==> config.mk <==
export PLATFORM = sky130hd
export DESIGN_NAME = adc_scan_sequencer
export DESIGN_NICKNAME = d
export VERILOG_FILES = /design/src/rtl/adc_scan_sequencer.sv
export SDC_FILE = /design/constraint.sdc
export NUM_CORES = 1
export LEC_CHECK = 0
export BUFFER_PORTS_ARGS = -buffer_cell sky130_fd_sc_hd__buf_2
export CORE_ASPECT_RATIO = 1.2
export CORE_MARGIN = 4
export CORE_UTILIZATION = 45
export CTS_BUF_LIST = sky130_fd_sc_hd__clkbuf_4 sky130_fd_sc_hd__clkbuf_8 sky130_fd_sc_hd__clkbuf_16
export DETAILED_ROUTE_END_ITERATION = 7
export PLACE_DENSITY = 0.65
export SLEW_MARGIN = 20
export SYNTH_ARGS = -nofsm -noshare
export SYNTH_HDL_FRONTEND = slang
export SYNTH_SLANG_ARGS = --single-unit
==> constraint.sdc <==
create_clock -name clock_clk -period 2.25 [get_ports clock_clk]
set_clock_uncertainty 0.05 [all_clocks]
set_input_delay 0.5625 -clock clock_clk [delete_from_list [all_inputs] [get_ports clock_clk]]
set_output_delay 0.5625 -clock clock_clk [all_outputs]
set_load 0.1 [all_outputs]
==> src/rtl/adc_scan_sequencer.sv <==
// -----------------------------------------------------------------------------
// adc_scan_sequencer
//
// Drives the modular ADC core's Avalon-ST command sink and consumes its
// response source. A fixed list of channels is scanned round-robin with one
// single-beat command in flight at a time. 2**AVG_LOG2 matching conversions are
// summed per list entry and one averaged sample is presented per entry visit.
//
// Ports
//   clock_clk, reset_sink_reset_n : system clock, async active-low reset
//   enable                        : 1 = scan, 0 = stop after current conversion
//   command_*                     : Avalon-ST command source toward the ADC core
//   response_*                    : Avalon-ST response sink (no backpressure)
//   sample_*                      : averaged sample, sample_valid is a 1-clk pulse
//   err_timeout, err_mismatch     : 1-clk error pulses
// -----------------------------------------------------------------------------
module adc_scan_sequencer #(
  parameter int unsigned         NUM_CH   = 4,
  parameter logic [5*NUM_CH-1:0] CH_LIST  = {5'd4, 5'd3, 5'd2, 5'd1},
  parameter int unsigned         AVG_LOG2 = 2,
  parameter int unsigned         TIMEOUT  = 1023
) (
  input  logic        clock_clk,
  input  logic        reset_sink_reset_n,
  input  logic        enable,
  output logic        command_valid,
  output logic [4:0]  command_channel,
  output logic        command_startofpacket,
  output logic        command_endofpacket,
  input  logic        command_ready,
  input  logic        response_valid,
  input  logic [4:0]  response_channel,
  input  logic [11:0] response_data,
  input  logic        response_startofpacket,
  input  logic        response_endofpacket,
  output logic        sample_valid,
  output logic [2:0]  sample_index,
  output logic [4:0]  sample_channel,
  output logic [11:0] sample_data,
  output logic        err_timeout,
  output logic        err_mismatch
);

  // Accumulator is wide enough for 2**AVG_LOG2 full-scale 12-bit values.
  localparam int unsigned     ACC_W    = 12 + AVG_LOG2;
  localparam int unsigned     CNT_W    = AVG_LOG2 + 1;
  localparam int unsigned     TMO_W    = $clog2(TIMEOUT + 1);
  localparam logic [CNT_W-1:0] CNT_LAST = CNT_W'((1 << AVG_LOG2) - 1);
  localparam logic [TMO_W-1:0] TMO_MAX  = TMO_W'(TIMEOUT);
  localparam logic [2:0]       IDX_LAST = 3'(NUM_CH - 1);

  typedef enum logic [1:0] {
    ST_IDLE,
    ST_CMD,
    ST_WAIT
  } state_e;

  state_e            state_q, state_d;
  logic [2:0]        idx_q, idx_d;
  logic [ACC_W-1:0]  acc_q, acc_d;
  logic [CNT_W-1:0]  cnt_q, cnt_d;
  logic [TMO_W-1:0]  tmo_q, tmo_d;
  logic              sample_valid_q, sample_valid_d;
  logic [2:0]        sample_index_q, sample_index_d;
  logic [4:0]        sample_channel_q, sample_channel_d;
  logic [11:0]       sample_data_q, sample_data_d;
  logic              err_timeout_q, err_timeout_d;
  logic              err_mismatch_q, err_mismatch_d;

  logic [4:0]        cur_ch;
  logic [ACC_W-1:0]  acc_sum;
  logic              rsp_match;
  logic              rsp_mismatch;

  // Response framing carries no information for single-beat responses.
  logic unused_rsp_framing;
  assign unused_rsp_framing = response_startofpacket ^ response_endofpacket;

  assign cur_ch       = CH_LIST[5*int'(idx_q) +: 5];
  assign acc_sum      = acc_q + ACC_W'(response_data);
  assign rsp_match    = response_valid && (response_channel == cur_ch);
  assign rsp_mismatch = response_valid && (response_channel != cur_ch);

  always_comb begin
    // NOTE: every _d signal gets its default before the case so no path
    // through the decode leaves a value unassigned and infers a latch.
    state_d          = state_q;
    idx_d            = idx_q;
    acc_d            = acc_q;
    cnt_d            = cnt_q;
    tmo_d            = tmo_q;
    sample_valid_d   = 1'b0;
    sample_index_d   = sample_index_q;
    sample_channel_d = sample_channel_q;
    sample_data_d    = sample_data_q;
    err_timeout_d    = 1'b0;
    err_mismatch_d   = 1'b0;

    unique case (state_q)
      ST_IDLE: begin
        // A partial average left by a stop is discarded here.
        acc_d = '0;
        cnt_d = '0;
        if (enable) state_d = ST_CMD;
      end

      ST_CMD: begin
        // Command is never retracted: enable is ignored until accepted.
        if (command_ready) begin
          state_d = ST_WAIT;
          tmo_d   = '0;
        end
      end

      ST_WAIT: begin
        tmo_d = tmo_q + 1'b1;
        if (rsp_match) begin
          // A matching response wins over a simultaneous timeout.
          if (cnt_q == CNT_LAST) begin
            sample_valid_d   = 1'b1;
            sample_index_d   = idx_q;
            sample_channel_d = cur_ch;
            sample_data_d    = 12'(acc_sum >> AVG_LOG2);
            acc_d            = '0;
            cnt_d            = '0;
            idx_d            = (idx_q == IDX_LAST) ? 3'd0 : idx_q + 3'd1;
          end else begin
            acc_d = acc_sum;
            cnt_d = cnt_q + 1'b1;
          end
          state_d = enable ? ST_CMD : ST_IDLE;
        end else begin
          if (rsp_mismatch) err_mismatch_d = 1'b1;
          // Lost response: re-issue the same entry, keeping the partial sum.
          if (tmo_q == TMO_MAX) begin
            err_timeout_d = 1'b1;
            state_d       = ST_CMD;
          end
        end
      end

      default: state_d = ST_IDLE;
    endcase
  end

  always_ff @(posedge clock_clk or negedge reset_sink_reset_n) begin
    if (!reset_sink_reset_n) begin
      state_q          <= ST_IDLE;
      idx_q            <= '0;
      acc_q            <= '0;
      cnt_q            <= '0;
      tmo_q            <= '0;
      sample_valid_q   <= 1'b0;
      sample_index_q   <= '0;
      sample_channel_q <= '0;
      sample_data_q    <= '0;
      err_timeout_q    <= 1'b0;
      err_mismatch_q   <= 1'b0;
    end else begin
      // NOTE: non-blocking assignments so every register samples the
      // pre-edge values, independent of statement order.
      state_q          <= state_d;
      idx_q            <= idx_d;
      acc_q            <= acc_d;
      cnt_q            <= cnt_d;
      tmo_q            <= tmo_d;
      sample_valid_q   <= sample_valid_d;
      sample_index_q   <= sample_index_d;
      sample_channel_q <= sample_channel_d;
      sample_data_q    <= sample_data_d;
      err_timeout_q    <= err_timeout_d;
      err_mismatch_q   <= err_mismatch_d;
    end
  end

  assign command_valid         = (state_q == ST_CMD);
  // Channel is forced to 0 when idle so all outputs read 0 out of reset.
  assign command_channel       = command_valid ? cur_ch : 5'd0;
  assign command_startofpacket = command_valid;
  assign command_endofpacket   = command_valid;

  assign sample_valid   = sample_valid_q;
  assign sample_index   = sample_index_q;
  assign sample_channel = sample_channel_q;
  assign sample_data    = sample_data_q;
  assign err_timeout    = err_timeout_q;
  assign err_mismatch   = err_mismatch_q;

endmodule

# Word-level counts from Yosys, hierarchy flattened

Cells that the tools add are included.

Flip-flop bits (word level): 55
Word-level logic and storage cells: 62
Input bits: 24
Output and inout port bits: 31

Equal/unequal tests: 11
Multiply operators: 1
Add/subtract/negate cells: 4
Shift-type cells: 1
Reductions and logical operators: 9
Multiplexer cells: 25

Operators by type and width:

| operator                | number |
|---|---|
| $mux 14                 | 2 |
| $pmux 14 s2             | 1 |
| $pmux 10 s2             | 1 |
| $shiftx 20x7->5 const A | 1 |
| $add 14x12->14          | 1 |
| $add 10x1->10 const B   | 1 |
| $eq 10x10->1 const B    | 1 |
| $mux 1                  | 10 |
| $mux 10                 | 1 |
| $mux 3                  | 3 |
| $mux 2                  | 4 |
| $add 3x1->3 const B     | 2 |
| $eq 3x2->1 const B      | 2 |
| $mul 3x3->6 const A     | 1 |
| $pmux 2 s3              | 1 |
| $pmux 3 s2              | 1 |
| $reduce_and 3->1        | 2 |
| $eq 5x5->1              | 1 |
| $mux 5                  | 1 |
| $ne 5x5->1              | 1 |
| $ne 2x2->1 const B      | 2 |
| $reduce_and 2->1        | 2 |
| $reduce_bool 2->1       | 2 |
| $ne 3x3->1 const B      | 1 |
| 5 further kinds         | 6 |

# Longest topological paths before layout

Gate-level depths: netlist of the first run.

Depth in word-level cells: 7
Depth in mapped cells: 9

# Least setup slack after synthesis of the first run

No wires, ideal clock.

Path kind: reg2out
Start: reg state_q[1]
End: out command_channel[0]
Path slack: -1175 ps
Arrival: 2812 ps
Stages on the path, launching flop included: 4
Cells stage by stage: dfrtp_1 -> clkbuf_1 -> nand2b_1 -> nor3_1

Word-level cells in the longest chain between the ends: 2

RTL lines:

| what                     | RTL line | RTL |
|---|---|---|
| start: declaration       | 58       | `state_e state_q, state_d;` |
| start signal: assignment | 162      | `state_q <= state_d;` |
| $eq 2x1->1               | 176      | `assign command_valid = (state_q == ST_CMD);` |
| $mux 5                   | 178      | `assign command_channel = command_valid ? cur_ch : 5'd0;` |
| end: declaration         | 27       | `output logic [4:0] command_channel,` |

Every way passes these cells.

# Worst setup path in the final report of the first run

Start: reg idx_q[1]
End: reg sample_data_q[7] (netlist: sample_data[7])

Word-level cells in the longest chain between the ends: 5

RTL lines:

| what                       | RTL line | RTL |
|---|---|---|
| start: declaration         | 59       | `logic [2:0] idx_q, idx_d;` |
| start signal: assignment   | 163      | `idx_q <= idx_d;` |
| $mul 3x3->6                | 79       | `assign cur_ch = CH_LIST[5*int'(idx_q) +: 5];` |
| $shiftx 20x7->5            | 79       |  |
| $eq 5x5->1                 | 81       | `assign rsp_match = response_valid && (response_channel == cur_ch);` |
| $logic_and 1x1->1          | 81       |  |
| $reduce_and 3->1 (no line) | n/a      |  |
| end signal: assignment     | 170      | `sample_data_q <= sample_data_d;` |
| end: declaration           | 66       | `logic [11:0] sample_data_q, sample_data_d;` |

Every way passes these cells.
A chain may end at the register's enable or synchronous reset.

==> impl_metrics.yaml, run 1 <==
routing:
  wl_met2_um: 3360
  drtIter0Drc: 92
  vias_per_cell: 5.33
  dr.pass1.iters: 4
  routed.top_layer: "met4"
  ant_nets: 0
  dr_total_vias: 2399
  drc: 0
  wl_um: 6550
  drt-wirelength-per-cell_um: 14.5
  dr_wl_met3_um: 234
  met1Wirelength_um: 2880
final_layout:
  synthToLayoutAreaGrowth_pct: 31.7
  fillerInstances: 529
  final_net_count: 409
  drive_above_1_share_pct: 34.5
  design_area_sq_mm: 0.00383
  diodes: 0
logic_synthesis:
  synthCells: 286
  synth_common_cells: "dfrtp_1, nand2_1, a21oi_1"
  synth_seq_cells: 53
  ys_types: 55
  synth_ff_type: "dfrtp_1"
  ys_warn_count: 0
  synth_largest_area_cell: "dfrtp_1"
  synth_area_leaders: "dfrtp_1, ha_1, nand2_1"
  synth_top_area_share_pct: 45.6
  synth-edff-count: 0
  ys_seq_area_share_pct: 45.6
  netlist_area_sq_mm: 0.00291
  synth_most_common_cell: "dfrtp_1"
  async_flop_share_pct: 100
  synth.avg_cell_area_sq_um: 10.2
setup_path:
  worst_path_max_delay_cell: "dfrtp_1"
  arrival_ns: 2.35
  crit_path_max_fanout: 7
  crit_chain: "inv_2 > ha_4 > nor2_2 > o21a_1 > nor4_4 > buf_4 > nand4b_4 > inv_2 > mux2_1"
  critPathLaunchType: "register"
  endpoint_kind: "register"
  cp.required_ns: 2.39
  critPathKind: "register to register"
  cpMostUsedCell: "inv_2"
  cp_slowest_stage_delay_ns: 0.44
min_path:
  holdCritPathClass: "primary input to async pin"
placement:
  dp_hpwl_um: 4750
  post_dp_cell_area_sq_mm: 0.00354
  port_buffers: 48
  routabilityCongestion: 0.802
clock_tree:
  cts_sinks: 53
  insertion_delay_ns: 0.30
  htreeDepth: 2
  cts_buffers: 5
  clock-root-buffer: "clkbuf_8"
  holdBufCountCts: 0
  path_clk_slew_ns: 0.10
  cts_tree: "built"
  clockBufferDepth: 2
sta:
  finalCriticalPeriod_ns: 2.21
  min_period_over_period_pct: 98.1
  fin_setup_tns_ns: 0
  fmax_mhz: 453
  setup_viol: 0
  worst_pin_slew_ns: 0.526
  hold_viol: 0
  relSlewSlack_pct: 64.9
  drv_slew: 0
  grt_setup_unrepaired: "yes"
pwr:
  power.density_mw_per_mm2: 706
  ir_drop_uv: 405
  power.total_w: 0.00270
  cellLeakagePower_nw: 1.94
floorplanning:
  start_util_pct: 47.1
  die_area_sq_mm: 0.00781
  row_count: 31
  fp.coreArea_sq_mm: 0.00617
  ios: 55
  dieHeight_um: 96.0
  die_w_um: 81.4
grt:
  grt_pass1_wl_um: 10700
  overflow: 0
  antenna_found_initial: 0
  grt_pass1_vias: 2347
  grt_use_total_pct: 17.6
  grt_max_degree: 33
status:
  status: "complete, no violations"
flow_run:
  max_cap_viol_count: 0
per-stage QoR:
stage	utilization, %	std cells	worst slack (ns)	hold slack (ns)
2_1_floorplan	-	289	-0.330	0.217
3_3_place_gp	57.4	436	-0.228	0.411
3_5_place_dp	57.4	436	-0.279	0.423
4_1_cts	59.1	444	0.0248	0.183
5_1_grt	62.1	450	-0.0707	0.204
6_report	62.1	450	0.0422	0.175
final cells by class:
type / instances / area, sq um / share of cell area [%]
Multi-Input combinational cell: 212 / 1590 / 41.5
Sequential cell: 53 / 1330 / 34.7
Timing Repair Buffer: 82 / 662 / 17.3
Tap cell: 82 / 103 / 2.68
Clock buffer: 6 / 82.6 / 2.16
Inverter: 13 / 52.6 / 1.37
Clock inverter: 2 / 13.8 / 0.360
worst max-delay path, delay by kind of cell (launching register included):
family | cells | cell delay [ns]
AOI/OAI and AO/OA | 1 | 0.19
buffers and inverters | 3 | 0.45
muxes | 1 | 0.34
and+or+nand+nor | 3 | 0.49
adders and majority gates | 1 | 0.13
DFF | 1 | 0.44
metal layers:
| layer | global-route usage [%] | vias to the layer above |
|---|---|---|
| met5 | 0 | - |
| met4 | 4.23 | 0 |
| met3 | 2.81 | 5 |
| met2 | 30.6 | 43 |
| met1 | 22.8 | 1157 |
| li1 | - | 1194 |
placed cells by master (no fill, tap or decap), types with 4 or more instances in the layout:
master / Yosys / final
xnor2_1: 5 / 5
nand3_1: 6 / 6
dfrtp_1: 53 / 52
and3_1: 7 / 6
buf_4: 6 / 28
nor2_1: 16 / 14
conb_1: 1 / 4
buf_12: 0 / 9
buf_2: 2 / 42
o21ai_1: 10 / 10
a22o_1: 10 / 10
a21o_1: 4 / 4
inv_1: 12 / 9
mux2_2: 6 / 6
xor2_1: 5 / 5
clkbuf_8: 0 / 6
ha_1: 17 / 14
o21ai_0: 11 / 11
nand2_1: 31 / 31
a21oi_1: 19 / 17
power by group:
group | internal (W) | switching (W) | leakage [nW]
combinational | 0.000426 | 0.000649 | 1.18
clock | 0.000250 | 0.000315 | 0.0512
sequential | 0.000999 | 0.0000642 | 0.717
flip-flops by register name (all words and copies together) (netlist names):
register and count:
state_q 2, sample_valid 1, idx_q 3, tmo_q 10
cnt_q 3, err_mismatch 1, sample_channel 3, sample_data 12
acc_q 14, sample_index 3, err_timeout 1
kinds of logic (layout without fill, tap and decap cells):
group                    Yosys count  in the layout  share of synthesized area, %
AO/OA/AOI/OAI                     80             80                          18.2
XOR/XNOR                          10             10                          3.01
adder cells (fa/ha/maj)           18             18                          8.01
buffers and inverters             24            103                          4.22
flip-flops                        53             53                          45.6
multiplexers                      11             11                          4.43
other                              1              4                         0.129
AND/OR/NAND/NOR                   89             89                          16.4
worst paths after layout:
path | from | end | slack (ns) | depth (start not counted)
worst max-delay path | idx_q[1] | sample_data[7] | 0.04 | 9
worst min-delay path | reset_sink_reset_n | sample_data[4] | 0.18 | 1
worst max register to register | idx_q[1] | sample_data[7] | 0.04 | 9
worst min register to register | sample_data[10] | sample_data[10] | 0.44 | 2
max in group asynchronous | reset_sink_reset_n | state_q[1] | 1.40 | 2
min in group clock_clk | command_ready | tmo_q[7] | 0.43 | 2
timing repair:
item / CTS / global route
setup buffers: 0 / 4
pin swaps: 0 / 16
gates cloned: 0 / 2
resized for setup: 1 / 23
endpoints found under the setup margin: 1 / 34
Note: power is estimated with default switching activity, not from simulation.
==> run 2: changes to the inputs <==
--- a/config.mk
+++ b/config.mk
@@ -6,8 +6,7 @@
 export NUM_CORES = 1
 export LEC_CHECK = 0
 export BUFFER_PORTS_ARGS = -buffer_cell sky130_fd_sc_hd__buf_2
-export CORE_ASPECT_RATIO = 1.2
-export CORE_MARGIN = 4
+export CORE_MARGIN = 3
 export CORE_UTILIZATION = 45
 export CTS_BUF_LIST = sky130_fd_sc_hd__clkbuf_4 sky130_fd_sc_hd__clkbuf_8 sky130_fd_sc_hd__clkbuf_16
 export DETAILED_ROUTE_END_ITERATION = 7
==> run 2 against run 1 <==
  * Count of clock-buffer cells in the layout decreased by 1
  * Clock power decreased by 4.4%
  * Critical path depth unchanged
  * Register-to-register slack improved by 0.03 ns
  * Wire length decreased by 0.81%
  * Via count about the same
  * First-iteration DRC count decreased by 16%
  * Non-clock buffer count increased by 7
  * Flip-flop and latch count unchanged
  * Sequential share of layout area decreased by 0.090 points
  * Critical path type unchanged
==> impl_metrics.yaml, run 2 (synthesized netlist as in run 1, its figures left out) <==
sta:
  setup_slack_ns: 0.0762
  min_period_over_period_pct: 96.6
  fin_hold_ws_ns: 0.187
  fmax_mhz: 460
  grt_setup_unrepaired: "yes"
  hold_viol: 0
  setup_viol: 0
  finalCriticalPeriod_ns: 2.17
  drv_slew: 0
placement:
  dpl.cell_count: 431
  post_dp_cell_area_sq_mm: 0.00355
  port_buffers: 48
  dp_hpwl_um: 4640
  routabilityCongestion: 0.817
  post-place-ws_ns: -0.279
pwr:
  power.density_mw_per_mm2: 659
  ir_drop_uv: 637
  cellLeakagePower_nw: 1.98
setup_path:
  worst_path_max_delay_cell: "dfrtp_1"
  crit_path_max_fanout: 7
  cp.required_ns: 2.40
  crit_chain: "inv_2 > ha_4 > nor2_2 > o21a_1 > nor4_4 > buf_4 > nand4b_4 > buf_6 > mux2_4"
  r2r_start: "idx_q[0]"
  arrival_ns: 2.33
  critPathKind: "register to register"
  worstSetupStartpoint: "idx_q[0]"
  endpoint_kind: "register"
  critPathLaunchType: "register"
  cp_slowest_stage_delay_ns: 0.43
routing:
  drtIter0Drc: 77
  ant_nets: 0
  met1Wirelength_um: 2980
  dr_wl_met3_um: 268
  dr.pass1.iters: 4
  wl_met2_um: 3200
  drc: 0
  dr_total_vias: 2401
  drt-wirelength-per-cell_um: 14.4
  vias_per_cell: 5.34
  wl_um: 6490
  routed.top_layer: "met4"
clock_tree:
  clockBufferDepth: 2
  clock-root-buffer: "clkbuf_8"
  cts_tree: "built"
  cts_sinks: 53
  htreeDepth: 2
  path_clk_slew_ns: 0.10
  insertion_delay_ns: 0.30
  cts_buffers: 5
grt:
  grt_pass1_vias: 2233
  antenna_found_initial: 0
  grt_use_total_pct: 17.3
  overflow: 0
  grt_pass1_wl_um: 10400
  grt_max_degree: 54
final_layout:
  diodes: 0
  utilization_pct: 63.0
  synthToLayoutAreaGrowth_pct: 32.0
  fillerInstances: 531
  instances_no_fill: 450
  drive_above_1_share_pct: 34.7
  layout_common_cells: "dfrtp_1, buf_2, buf_4"
  layout_commonest_cell: "dfrtp_1"
  top_register: "acc_q"
  final_net_count: 416
  largest_reg_flops: 14
  design_area_sq_mm: 0.00384
floorplanning:
  row_count: 28
  start_util_pct: 47.7
  dieHeight_um: 86.4
  die_area_sq_mm: 0.00746
  ios: 55
  die_w_um: 86.4
  fp.coreArea_sq_mm: 0.00610
flow_run:
  max_cap_viol_count: 0
status:
  status: "complete, no violations"
min_path:
  holdCritPathClass: "primary input to async pin"
run 2: cell count changes in the layout (fill, tap and decap cells not counted), sizes merged:
cell	delta
clkbuf	-2
buf	+8
clkinvlp	+1
run 2: per-layer routing:
| layer | global-route usage [%] | up-vias |
|---|---|---|
| li1 | - | 1208 |
| met1 | 23.8 | 1144 |
| met2 | 28.0 | 45 |
| met3 | 3.33 | 4 |
| met4 | 4.82 | 0 |
| met5 | 0 | - |
run 2: what timing repair did:
item                                    4_1_cts  5_1_grt
endpoints found under the setup margin        3       41
hold buffers                                  0        0
gates cloned                                  0        1
resized for setup                             1       25
buffers inserted                              2        8
pin swaps                                     1        6
run 2: final cells by class:
class                      instances  area [sq um]  area share, %
clock inverter                     3          21.3          0.554
timing repair buffer              89           708           18.5
clock buffer                       5          68.8           1.79
multi-input combinational        212          1560           40.7
inverter                          13          57.6           1.50
sequential                        53          1330           34.6
tap                               75          93.8           2.45
run 2: worst paths after layout:
path / end / slack [ns] / cells after the start
max in group asynchronous: state_q[1] / 1.71 / 2
setup reg to reg: sample_data[4] / 0.08 / 9
min in group clock_clk: tmo_q[7] / 0.41 / 2
hold reg to reg: sample_data[6] / 0.44 / 2
setup / recovery: sample_data[4] / 0.08 / 9
hold / removal: sample_data[6] / 0.19 / 2
run 2: worst max-delay path: cells and delay by family (launching register included):
kind / cells / cell delay (ns)
mux: 1 / 0.28
buf+inv: 3 / 0.52
simple gates: 3 / 0.45
fa+ha+maj: 1 / 0.14
compound gates: 1 / 0.19
flops: 1 / 0.43
run 2: stage by stage:
stage / total power, W / setup TNS, ns
after floorplan: 0.00174 / -0.330
final: 0.00253 / 0
after detailed placement: 0.00200 / -2.26
after CTS: 0.00255 / 0
after global routing: 0.00266 / -0.301
after global placement: 0.00198 / -1.94
run 2: power by group:
part	total, W	internal (W)	switching, W
Combinational	0.000924	0.000323	0.000601
Sequential	0.00106	0.000999	0.0000649
Clock	0.000541	0.000221	0.000319
Total	0.00253	0.00154	0.000985
==> run 3: changes to the inputs <==
--- a/config.mk
+++ b/config.mk
@@ -5,12 +5,14 @@
 export SDC_FILE = /design/constraint.sdc
 export NUM_CORES = 1
 export LEC_CHECK = 0
+export ABC_AREA = 1
+export ABC_CLOCK_PERIOD_IN_PS = 2250
 export BUFFER_PORTS_ARGS = -buffer_cell sky130_fd_sc_hd__buf_2
 export CORE_MARGIN = 3
 export CORE_UTILIZATION = 45
 export CTS_BUF_LIST = sky130_fd_sc_hd__clkbuf_4 sky130_fd_sc_hd__clkbuf_8 sky130_fd_sc_hd__clkbuf_16
 export DETAILED_ROUTE_END_ITERATION = 7
-export PLACE_DENSITY = 0.65
+export PLACE_DENSITY = 0.64
 export SLEW_MARGIN = 20
 export SYNTH_ARGS = -nofsm -noshare
 export SYNTH_HDL_FRONTEND = slang
==> run 3 against run 2 <==
  * Utilization shrank 8.5 points
  * Design area shrank 1.9%
  * Wire length grew 5.9%
  * Worst setup slack lost 0.0071 ns
  * Worst hold slack gained 0.0069 ns
  * Cell count grew 32%
  * Fmax shrank 0.33%
  * Largest cell class unchanged
==> impl_metrics.yaml, run 3 <==
final_layout:
  layout_commonest_cell: "nand2_1"
  largest_reg_flops: 14
  fillerInstances: 683
  layout.area.seq_sq_mm: 0.00133
  top_register: "acc_q"
  drive_above_1_share_pct: 16.1
  multi_input_area_sq_mm: 0.00165
  diodes: 0
  final_net_count: 537
  synthToLayoutAreaGrowth_pct: 15.2
  layout_common_cells: "nand2_1, inv_1, dfrtp_1"
grt:
  grt_pass1_wl_um: 11700
  overflow: 0
  antenna_found_initial: 0
  grt_use_met1_pct: 23.0
  grt_busiest_layer: "met2"
  grt_use_met2_pct: 28.8
  grt_use_total_pct: 17.2
  grt_pass1_vias: 2628
  grt_max_degree: 30
  grtUsageMet3_pct: 2.82
pwr:
  switchingPower_w: 0.00101
  p_sw_share_pct: 39.1
  power.total_w: 0.00258
  power.internal_w: 0.00157
  seqPwrFrac_pct: 42.4
  combPwrFrac_pct: 31.7
  cellLeakagePower_nw: 2.18
  power.density_mw_per_mm2: 686
  pwr-share-clk_pct: 25.9
  ir_drop_uv: 442
routing:
  drc: 0
  dr_total_vias: 2791
  dr.pass1.iters: 4
  drtIter0Drc: 104
  vias_per_cell: 4.71
  drt-wirelength-per-cell_um: 11.6
  wl_um: 6870
  ant_nets: 0
sta:
  min_period_over_period_pct: 96.9
  worst_pin_slew_ns: 0.577
  fmax_mhz: 459
  drv_slew: 0
  relSlewSlack_pct: 61.6
  finalCriticalPeriod_ns: 2.18
  setup_viol: 0
  grt_setup_unrepaired: "yes"
  hold_viol: 0
  fin_hold_ws_ns: 0.194
floorplanning:
  die_w_um: 91.2
  row_count: 30
  ios: 55
  die_area_sq_mm: 0.00831
  start_util_pct: 47.3
  dieHeight_um: 91.2
  fp.coreArea_sq_mm: 0.00691
min_path:
  holdCritPathClass: "primary input to async pin"
setup_path:
  endpoint_kind: "output pin"
  critPathLaunchType: "register"
  arrival_ns: 1.57
  critPathKind: "register to output pin"
  crit_path_max_fanout: 4
  cp.required_ns: 1.64
logic_synthesis:
  synthCells: 445
  synth_ff_type: "dfrtp_1"
  synth_most_common_cell: "nand2_1"
  netlist_area_sq_mm: 0.00327
  synth_area_leaders: "dfrtp_1, nand2_1, ha_1"
  ys_types: 36
  synth_common_cells: "nand2_1, dfrtp_1, inv_1"
  synth_seq_cells: 53
  synth_top_area_share_pct: 40.6
  synth_largest_area_cell: "dfrtp_1"
  synth.avg_cell_area_sq_um: 7.34
  synth-edff-count: 0
  ys_warn_count: 0
  async_flop_share_pct: 100
  ys_seq_area_share_pct: 40.6
placement:
  routabilityCongestion: 0.851
  port_buffers: 48
  dp_hpwl_um: 5470
flow_run:
  max_cap_viol_count: 0
clock_tree:
  path_clk_slew_ns: 0.10
  insertion_delay_ns: 0.31
  cts_buffers: 5
  cts_sinks: 53
  htreeDepth: 2
  cts_tree: "built"
  clockBufferDepth: 2
  clock-root-buffer: "clkbuf_8"
  cts_setup_buffers: 0
status:
  status: "complete, no violations"
[run 3: worst paths after layout]
| check | startpoint | end | slack (ns) | cells after the start |
|---|---|---|---|---|
| setup / recovery | idx_q[0] | command_channel[1] | 0.07 | 5 |
| hold / removal | reset_sink_reset_n | sample_data[7] | 0.19 | 1 |
| setup reg to reg | idx_q[0] | acc_q[8] | 0.25 | 11 |
| hold reg to reg | sample_data[7] | sample_data[7] | 0.43 | 2 |
| max in group asynchronous | reset_sink_reset_n | tmo_q[9] | 1.39 | 2 |
| min in group clock_clk | sample_data[7] | sample_data[7] | 0.43 | 2 |
[run 3: logic make-up (layout without fill, tap and decap cells)]
logic type | count (synthesis) | count (layout) | synth area share (%)
XOR/XNOR | 7 | 7 | 1.88
other | 1 | 4 | 0.115
AO/OA/AOI/OAI | 35 | 35 | 5.94
flip-flops | 53 | 53 | 40.6
buffers and inverters | 69 | 117 | 9.58
AND/OR/NAND/NOR | 262 | 262 | 34.8
adder cells (fa/ha/maj) | 18 | 18 | 7.13
[run 3: power groups by stage]
stage	Combinational, W	Clock (W)	Sequential, W
global placement	0.000820	0	0.00111
finish	0.000819	0.000670	0.00109
detailed placement	0.000829	0	0.00111
global route	0.000894	0.000730	0.00111
CTS	0.000827	0.000696	0.00109
floorplan	0.000645	0	0.00114
[run 3: critical path: stages, from the launching register on]
cell     delay (ns)
dfrtp_1        0.39
inv_1          0.09
ha_1           0.35
nand2_2        0.10
nor2_2         0.13
buf_12         0.19
[run 3: per-layer routing]
| layer | part of all wire [%] | vias up |
|---|---|---|
| li1 | - | 1482 |
| met5 | 0 | - |
| met1 | 48 | 1265 |
| met4 | 0.86 | 0 |
| met3 | 2.9 | 4 |
| met2 | 48 | 40 |
[run 3: repair_timing]
item,4_1_cts,5_1_grt
hold endpoints to repair,0,0
setup endpoints to repair,1,2
hold buffers,0,0
gates resized for setup,1,1
[run 3: area by class of cell]
| class | count | area share (%) |
|---|---|---|
| inverters | 55 | 5.55 |
| repair buffers | 54 | 9.11 |
| flip-flops and latches | 53 | 35.2 |
| well taps | 96 | 3.19 |
| multi-input cells | 326 | 43.7 |
| clock inverters | 2 | 0.997 |
| clock buffers | 6 | 2.19 |
[run 3: metrics by stage]
step / setup TNS [ns] / setup WS (ns) / cell area [sq um] / util [%] / std cells
detailed placement: 0 / 0.0506 / 3640 / 52.7 / 584
global placement: 0 / 0.0938 / 3640 / 52.7 / 584
CTS: 0 / 0.0272 / 3760 / 54.5 / 592
finish: 0 / 0.0691 / 3760 / 54.5 / 592
floorplan: 0 / 0.00912 / 3280 / - / 448
global route: -0.0407 / -0.0407 / 3760 / 54.5 / 592
